File: src/rtl/riscv_alu_decoder.sv
// riscv_alu_decoder: one-entry registered decode stage for RV32 ALU/branch ops.
// Ports:
//   clk, rst_n        clock and asynchronous active-low reset
//   flush             kills the held bundle and any same-cycle accept
//   in_valid/in_ready upstream handshake (in_ready is combinational)
//   instr             32-bit instruction word
//   out_valid/out_ready downstream handshake
//   alu_op, alu_funct3, alu_funct7, imm, use_imm, rd, rs1, rs2,
//   reg_write, branch, illegal  decoded bundle fields (registered)
//   illegal_seen      sticky flag, set when an illegal bundle is loaded
module riscv_alu_decoder (
  input  logic        clk,
  input  logic        rst_n,
  input  logic        flush,
  input  logic        in_valid,
  output logic        in_ready,
  input  logic [31:0] instr,
  output logic        out_valid,
  input  logic        out_ready,
  output logic [6:0]  alu_op,
  output logic [2:0]  alu_funct3,
  output logic [6:0]  alu_funct7,
  output logic [31:0] imm,
  output logic        use_imm,
  output logic [4:0]  rd,
  output logic [4:0]  rs1,
  output logic [4:0]  rs2,
  output logic        reg_write,
  output logic        branch,
  output logic        illegal,
  output logic        illegal_seen
);

  localparam int unsigned XLEN  = 32;
  localparam int unsigned OP_W  = 7;
  localparam int unsigned F3_W  = 3;
  localparam int unsigned F7_W  = 7;
  localparam int unsigned REG_W = 5;

  localparam logic [6:0] OPC_OP     = 7'b0110011;
  localparam logic [6:0] OPC_OP_IMM = 7'b0010011;
  localparam logic [6:0] OPC_BRANCH = 7'b1100011;

  localparam logic [F7_W-1:0] F7_BASE = 7'b0000000;
  localparam logic [F7_W-1:0] F7_ALT  = 7'b0100000;
  localparam logic [F7_W-1:0] F7_MUL  = 7'b0000001;

  localparam logic [OP_W-1:0] OP_ADD   = 7'h00;
  localparam logic [OP_W-1:0] OP_AND   = 7'h01;
  localparam logic [OP_W-1:0] OP_OR    = 7'h02;
  localparam logic [OP_W-1:0] OP_SUB   = 7'h03;
  localparam logic [OP_W-1:0] OP_XOR   = 7'h04;
  localparam logic [OP_W-1:0] OP_SLT   = 7'h05;
  localparam logic [OP_W-1:0] OP_SHIFT = 7'h07;
  localparam logic [OP_W-1:0] OP_MUL   = 7'h08;
  localparam logic [OP_W-1:0] OP_BEQ   = 7'h20;
  localparam logic [OP_W-1:0] OP_BNE   = 7'h21;
  localparam logic [OP_W-1:0] OP_BLT   = 7'h22;
  localparam logic [OP_W-1:0] OP_BGE   = 7'h23;

  typedef struct packed {
    logic [OP_W-1:0]  alu_op;
    logic [F3_W-1:0]  funct3;
    logic [F7_W-1:0]  funct7;
    logic [XLEN-1:0]  imm;
    logic             use_imm;
    logic [REG_W-1:0] rd;
    logic [REG_W-1:0] rs1;
    logic [REG_W-1:0] rs2;
    logic             reg_write;
    logic             branch;
    logic             illegal;
  } bundle_t;

  bundle_t          dec_c;
  bundle_t          held;
  logic             legal_c;
  logic             accept_c;
  logic [6:0]       opcode_c;
  logic [F3_W-1:0]  funct3_c;
  logic [F7_W-1:0]  funct7_c;

  assign in_ready = !out_valid || out_ready;
  assign accept_c = in_valid && in_ready;

  // Combinational decode of the incoming word into a bundle.
  always_comb begin
    opcode_c = instr[6:0];
    funct3_c = instr[14:12];
    funct7_c = instr[31:25];
    legal_c  = 1'b0;
    dec_c        = '0;
    dec_c.funct3 = funct3_c;
    dec_c.rd     = instr[11:7];
    dec_c.rs1    = instr[19:15];
    dec_c.rs2    = instr[24:20];

    case (opcode_c)
      OPC_OP: begin
        legal_c         = 1'b1;
        dec_c.funct7    = funct7_c;
        dec_c.reg_write = 1'b1;
        case ({funct7_c, funct3_c})
          {F7_BASE, 3'b000}: dec_c.alu_op = OP_ADD;
          {F7_BASE, 3'b111}: dec_c.alu_op = OP_AND;
          {F7_BASE, 3'b110}: dec_c.alu_op = OP_OR;
          {F7_BASE, 3'b100}: dec_c.alu_op = OP_XOR;
          {F7_BASE, 3'b010}: dec_c.alu_op = OP_SLT;
          {F7_BASE, 3'b001}: dec_c.alu_op = OP_SHIFT;
          {F7_BASE, 3'b101}: dec_c.alu_op = OP_SHIFT;
          {F7_ALT,  3'b000}: dec_c.alu_op = OP_SUB;
          {F7_ALT,  3'b101}: dec_c.alu_op = OP_SHIFT;
          {F7_MUL,  3'b000}: dec_c.alu_op = OP_MUL;
          default:           legal_c = 1'b0;
        endcase
      end
      OPC_OP_IMM: begin
        legal_c         = 1'b1;
        dec_c.use_imm   = 1'b1;
        dec_c.reg_write = 1'b1;
        dec_c.imm       = {{(XLEN-12){instr[31]}}, instr[31:20]};
        case (funct3_c)
          3'b000: dec_c.alu_op = OP_ADD;
          3'b010: dec_c.alu_op = OP_SLT;
          3'b100: dec_c.alu_op = OP_XOR;
          3'b110: dec_c.alu_op = OP_OR;
          3'b111: dec_c.alu_op = OP_AND;
          // Shift-immediates carry funct7 (SRAI marker) and a zero-extended shamt.
          3'b001, 3'b101: begin
            dec_c.alu_op = OP_SHIFT;
            dec_c.funct7 = funct7_c;
            dec_c.imm    = {{(XLEN-REG_W){1'b0}}, instr[24:20]};
            legal_c      = (funct7_c == F7_BASE) ||
                           ((funct3_c == 3'b101) && (funct7_c == F7_ALT));
          end
          default: legal_c = 1'b0;
        endcase
      end
      OPC_BRANCH: begin
        legal_c      = 1'b1;
        dec_c.branch = 1'b1;
        dec_c.imm    = {{(XLEN-13){instr[31]}}, instr[31], instr[7],
                        instr[30:25], instr[11:8], 1'b0};
        case (funct3_c)
          3'b000:  dec_c.alu_op = OP_BEQ;
          3'b001:  dec_c.alu_op = OP_BNE;
          3'b100:  dec_c.alu_op = OP_BLT;
          3'b101:  dec_c.alu_op = OP_BGE;
          default: legal_c = 1'b0;
        endcase
      end
      default: legal_c = 1'b0;
    endcase

    // Illegal bundles keep register indices and funct3 but zero all control.
    if (!legal_c) begin
      dec_c.illegal   = 1'b1;
      dec_c.alu_op    = '0;
      dec_c.funct7    = '0;
      dec_c.imm       = '0;
      dec_c.use_imm   = 1'b0;
      dec_c.reg_write = 1'b0;
      dec_c.branch    = 1'b0;
    end
  end

  // Output holding register: flush beats load, load beats drain.
  always_ff @(posedge clk or negedge rst_n) begin
    if (!rst_n) begin
      out_valid    <= 1'b0;
      held         <= '0;
      illegal_seen <= 1'b0;
    end else if (flush) begin
      out_valid <= 1'b0;
    end else if (accept_c) begin
      out_valid <= 1'b1;
      held      <= dec_c;
      if (dec_c.illegal) illegal_seen <= 1'b1;
    end else if (out_ready) begin
      out_valid <= 1'b0;
    end
  end

  assign alu_op     = held.alu_op;
  assign alu_funct3 = held.funct3;
  assign alu_funct7 = held.funct7;
  assign imm        = held.imm;
  assign use_imm    = held.use_imm;
  assign rd         = held.rd;
  assign rs1        = held.rs1;
  assign rs2        = held.rs2;
  assign reg_write  = held.reg_write;
  assign branch     = held.branch;
  assign illegal    = held.illegal;

endmodule

File: config.mk
export PLATFORM = sky130hd
export DESIGN_NAME = riscv_alu_decoder
export DESIGN_NICKNAME = d
export VERILOG_FILES = /design/src/rtl/riscv_alu_decoder.sv
export SDC_FILE = /design/constraint.sdc
export NUM_CORES = 1
export LEC_CHECK = 0
export ABC_CLOCK_PERIOD_IN_PS = 1750
export BUFFER_PORTS_ARGS = -buffer_cell sky130_fd_sc_hd__buf_2
export CAP_MARGIN = 20
export CORE_ASPECT_RATIO = 1.5
export CORE_UTILIZATION = 44
export CTS_BUF_LIST = sky130_fd_sc_hd__clkbuf_4
export DETAILED_ROUTE_END_ITERATION = 8
export PLACE_DENSITY = 0.81
export SLEW_MARGIN = 40
export SYNTH_ARGS = -nofsm -noshare
export SYNTH_HDL_FRONTEND = slang
export SYNTH_SLANG_ARGS = --single-unit
File: constraint.sdc
create_clock -name clk -period 1.75 [get_ports clk]
set_clock_uncertainty 0.05 [all_clocks]
set_input_delay 0.175 -clock clk [delete_from_list [all_inputs] [get_ports clk]]
set_output_delay 0.175 -clock clk [all_outputs]
set_load 0.01 [all_outputs]
==> key figures <==
Place
  • DP HPWL: between 4 and 5 mm
  • IO Port Bufs: between 100 and 150
  • GPL Wtd Cong: 0.954

Run status
  • Status: completed

Synthesis
  • Cell taking the most area after synthesis: dfrtp_1
  • Synth warnings: 0
  • Post-synth top flop: dfrtp_1
  • Post-synth EDFFs: 0
  • Cells after Synth: 251
  • Post-synth cell types: 54
  • FFs w/ async S/R, synth: 100%
  • Share of the synthesized area in the top cell type: between 40% and 50%
  • Register area share after synthesis: 48.7%
  • Mapped Area: 2520 µm²
  • Seq cells post-synth: slightly below 50
  • Ranking of synthesized cells by area: dfrtp_1, nand2_1, buf_4
  • Avg Cell Area, Syn: 10.0 µm²

Clocking
  • Htree depth: 2
  • Total CTS buffers: 5
  • Root Driver: clkbuf_4
  • Clock sink count: 49
  • CTS tree: yes
  • Post-CTS setup buffer count: 0
  • Worst skew pair latency: about 0.36 ns
  • Clock Tree Buf Depth: 2
  • Clock-pin slew on the worst setup and hold paths: 0.14 ns

Finish
  • Antenna cells: 0
  • Register area: 1230 µm²
  • Post-layout util: 61.6%
  • Multi-input logic area: 1030 µm²
  • Share of layout cells above drive strength 1: 43.0%
  • Fillers: 451
  • Most common cell after layout, fill and taps aside: buf_2
  • Layout area overhead: 34.4%
  • Most frequent cells in the layout: buf_2, nand2_1, dfrtp_1
  • Fin nets: about 400

Power
  • Sw Ratio: 26.4%
  • Static leakage: 1.80 nW
  • Flop pwr share: 54.0%
  • Clock Power Share: 27.7%
  • Switching power: 599 µW
  • Internal power: 1.67 mW
  • Peak supply drop: between 0.0005 and 0.0006 V
  • PwrDens: approximately 670 nW/µm²
  • Combinational Power Share: between 10% and 20%
  • Final Total Pwr: between 2 and 2.5 mW

Global route
  • Initial antenna violation count: 0
  • Global-route wire length before repair: ~10 mm
  • Vias in the first global route: 2324
  • Gr usage total: 22.4%
  • Largest net degree at the start of global routing: 47
  • Total grt overflow: 0

Job
  • Max Cap Violations: 0

Floorplanning
  • Ports: 108
  • Width of the die: 63.7 µm
  • Die H: 94.6 µm
  • Core Region: 5490 µm²
  • Initial cell density of the core: 45.8%
  • Row cnt: 33
  • Die ar.: 6030 µm²

Critical path
  • Slowest stage delay, CP: between 0.5 and 0.6 ns
  • Critical Path Fanout Max: 10
  • Critical path buffers and inverters: 1
  • CP max-delay cell: or4_4
  • Startpoint type of the worst setup path: input port
  • Worst Path Required: 1.96 ns
  • Critical path class: in2reg
  • Worst path top cell family by delay: simple AND/OR/NAND/NOR gates
  • CP endpoint kind: flop
  • Critical Path AT: 1.89 ns
  • Worst path cell trace: buf_2 -> or4_4 -> nor3_1 -> o211ai_1 -> and3_4 -> o41ai_1

STA
  • Max Freq: 596 MHz
  • Final number of max-transition violations: 0
  • Final setup vio count: 0
  • RSZ-0062 raised after global routing: no
  • Fin crit share: a little over nine tenths
  • Hold Violations, Final: 0
  • Post-route minimum period: 1.68 ns

Detailed routing
  • Vias/cell: 5.21
  • Post-route DRC violation count: 0
  • Via count: 2302
  • First-pass detailed-route iteration total: 4
  • Initial DRC count: 60
  • Final wirelength: ~6.4 mm
  • Post-route ant nets: 0
  • DR WL/cell: about 15 µm

Worst hold path
  • Hold crit path type: in2reg
-- state kept, by name, summed over array words and instances, names as in the netlist --
signal,flops
alu_funct3,3
alu_funct7,7
alu_op,5
branch,1
illegal,1
illegal_seen,1
imm,13
out_valid,1
rd,5
reg_write,1
rs1,5
rs2,5
use_imm,1
-- power groups by stage --
stage          clock [mW]  combinational (mW)  sequential [mW]
2_1_floorplan           0               0.149             1.28
3_3_place_gp            0               0.370             1.24
3_5_place_dp            0               0.380             1.24
4_1_cts             0.653               0.414             1.22
5_1_grt             0.702               0.456             1.23
6_report            0.629               0.416             1.23
-- worst paths after layout --
kind,start,to,slack (ns),cells after the start
worst min register to register,illegal_seen,illegal_seen,0.42,1
worst max register to register,out_valid,alu_funct7[5],0.09,5
min in group asynchronous,rst_n,alu_funct7[3],0.09,2
max in group asynchronous,rst_n,alu_op[3],1.11,3
worst max-delay path,instr[28],alu_funct7[5],0.07,6
worst min-delay path,instr[14],alu_funct3[2],0.04,3
-- layout make-up --
cell class | count | share of cell area (%)
clock buffers | 5 | 1.11
inverters | 6 | 0.666
multi-input cells | 163 | 30.5
flip-flops and latches | 49 | 36.3
clock inverters | 2 | 1.04
well taps | 70 | 2.59
repair buffers | 147 | 27.8
-- metal layers --
layer / global-route usage (%) / share of wire [%] / vias up
met5: 0 / 0 / -
met4: 14.2 / 3.5 / 0
met3: 5.31 / 5.3 / 20
met2: 39.3 / 54 / 111
met1: 23.8 / 38 / 1085
li1: - / - / 1086
-- cell families after synthesis --
| kind of cell | count (synthesis) | synth area share [%] |
|---|---|---|
| compound gates | 50 | 17.1 |
| flops | 49 | 48.7 |
| simple gates | 108 | 22.1 |
| mux | 1 | 0.448 |
| xor+xnor | 2 | 0.696 |
| buf+inv | 40 | 10.8 |
| other cells | 1 | 0.149 |
-- synth_stat cells, types with 3 or more instances --
master,n
nor2b_1,3
o21ai_0,9
nor2_1,3
inv_1,6
nand3b_1,3
dfrtp_1,49
buf_6,3
and2_1,6
nand2_1,69
a22oi_1,4
a22o_1,6
buf_4,23
o31ai_2,9
clkbuf_1,6
nand3_1,4
-- metrics by stage --
stage                     hold WS [ns]  setup TNS, ns  std cells  worst slack (ns)  instance area, µm²
after CTS                       0.0256              0        442            0.0997                3380
after floorplan                 -0.171        -0.0486        252           -0.0343                2520
after global routing            0.0301              0        442            0.0272                3380
after global placement         -0.0605          -2.38        415            -0.188                3110
final                           0.0438              0        442            0.0718                3380
after detailed placement       -0.0551          -3.63        415            -0.320                3110
-- worst reg2reg max path: cells and delay by family (launching register included) --
| kind | cells | cell delay, ns |
|---|---|---|
| AOI/OAI and AO/OA | 2 | 0.44 |
| buffers and inverters | 1 | 0.20 |
| DFF | 1 | 0.41 |
| and+or+nand+nor | 2 | 0.47 |
-- what timing repair did --
item,4_1_cts,5_1_grt
hold endpoints to repair,68,0
hold buffers,20,0
gates resized for setup,0,0
No activity file was read; power rests on OpenSTA's default activity.
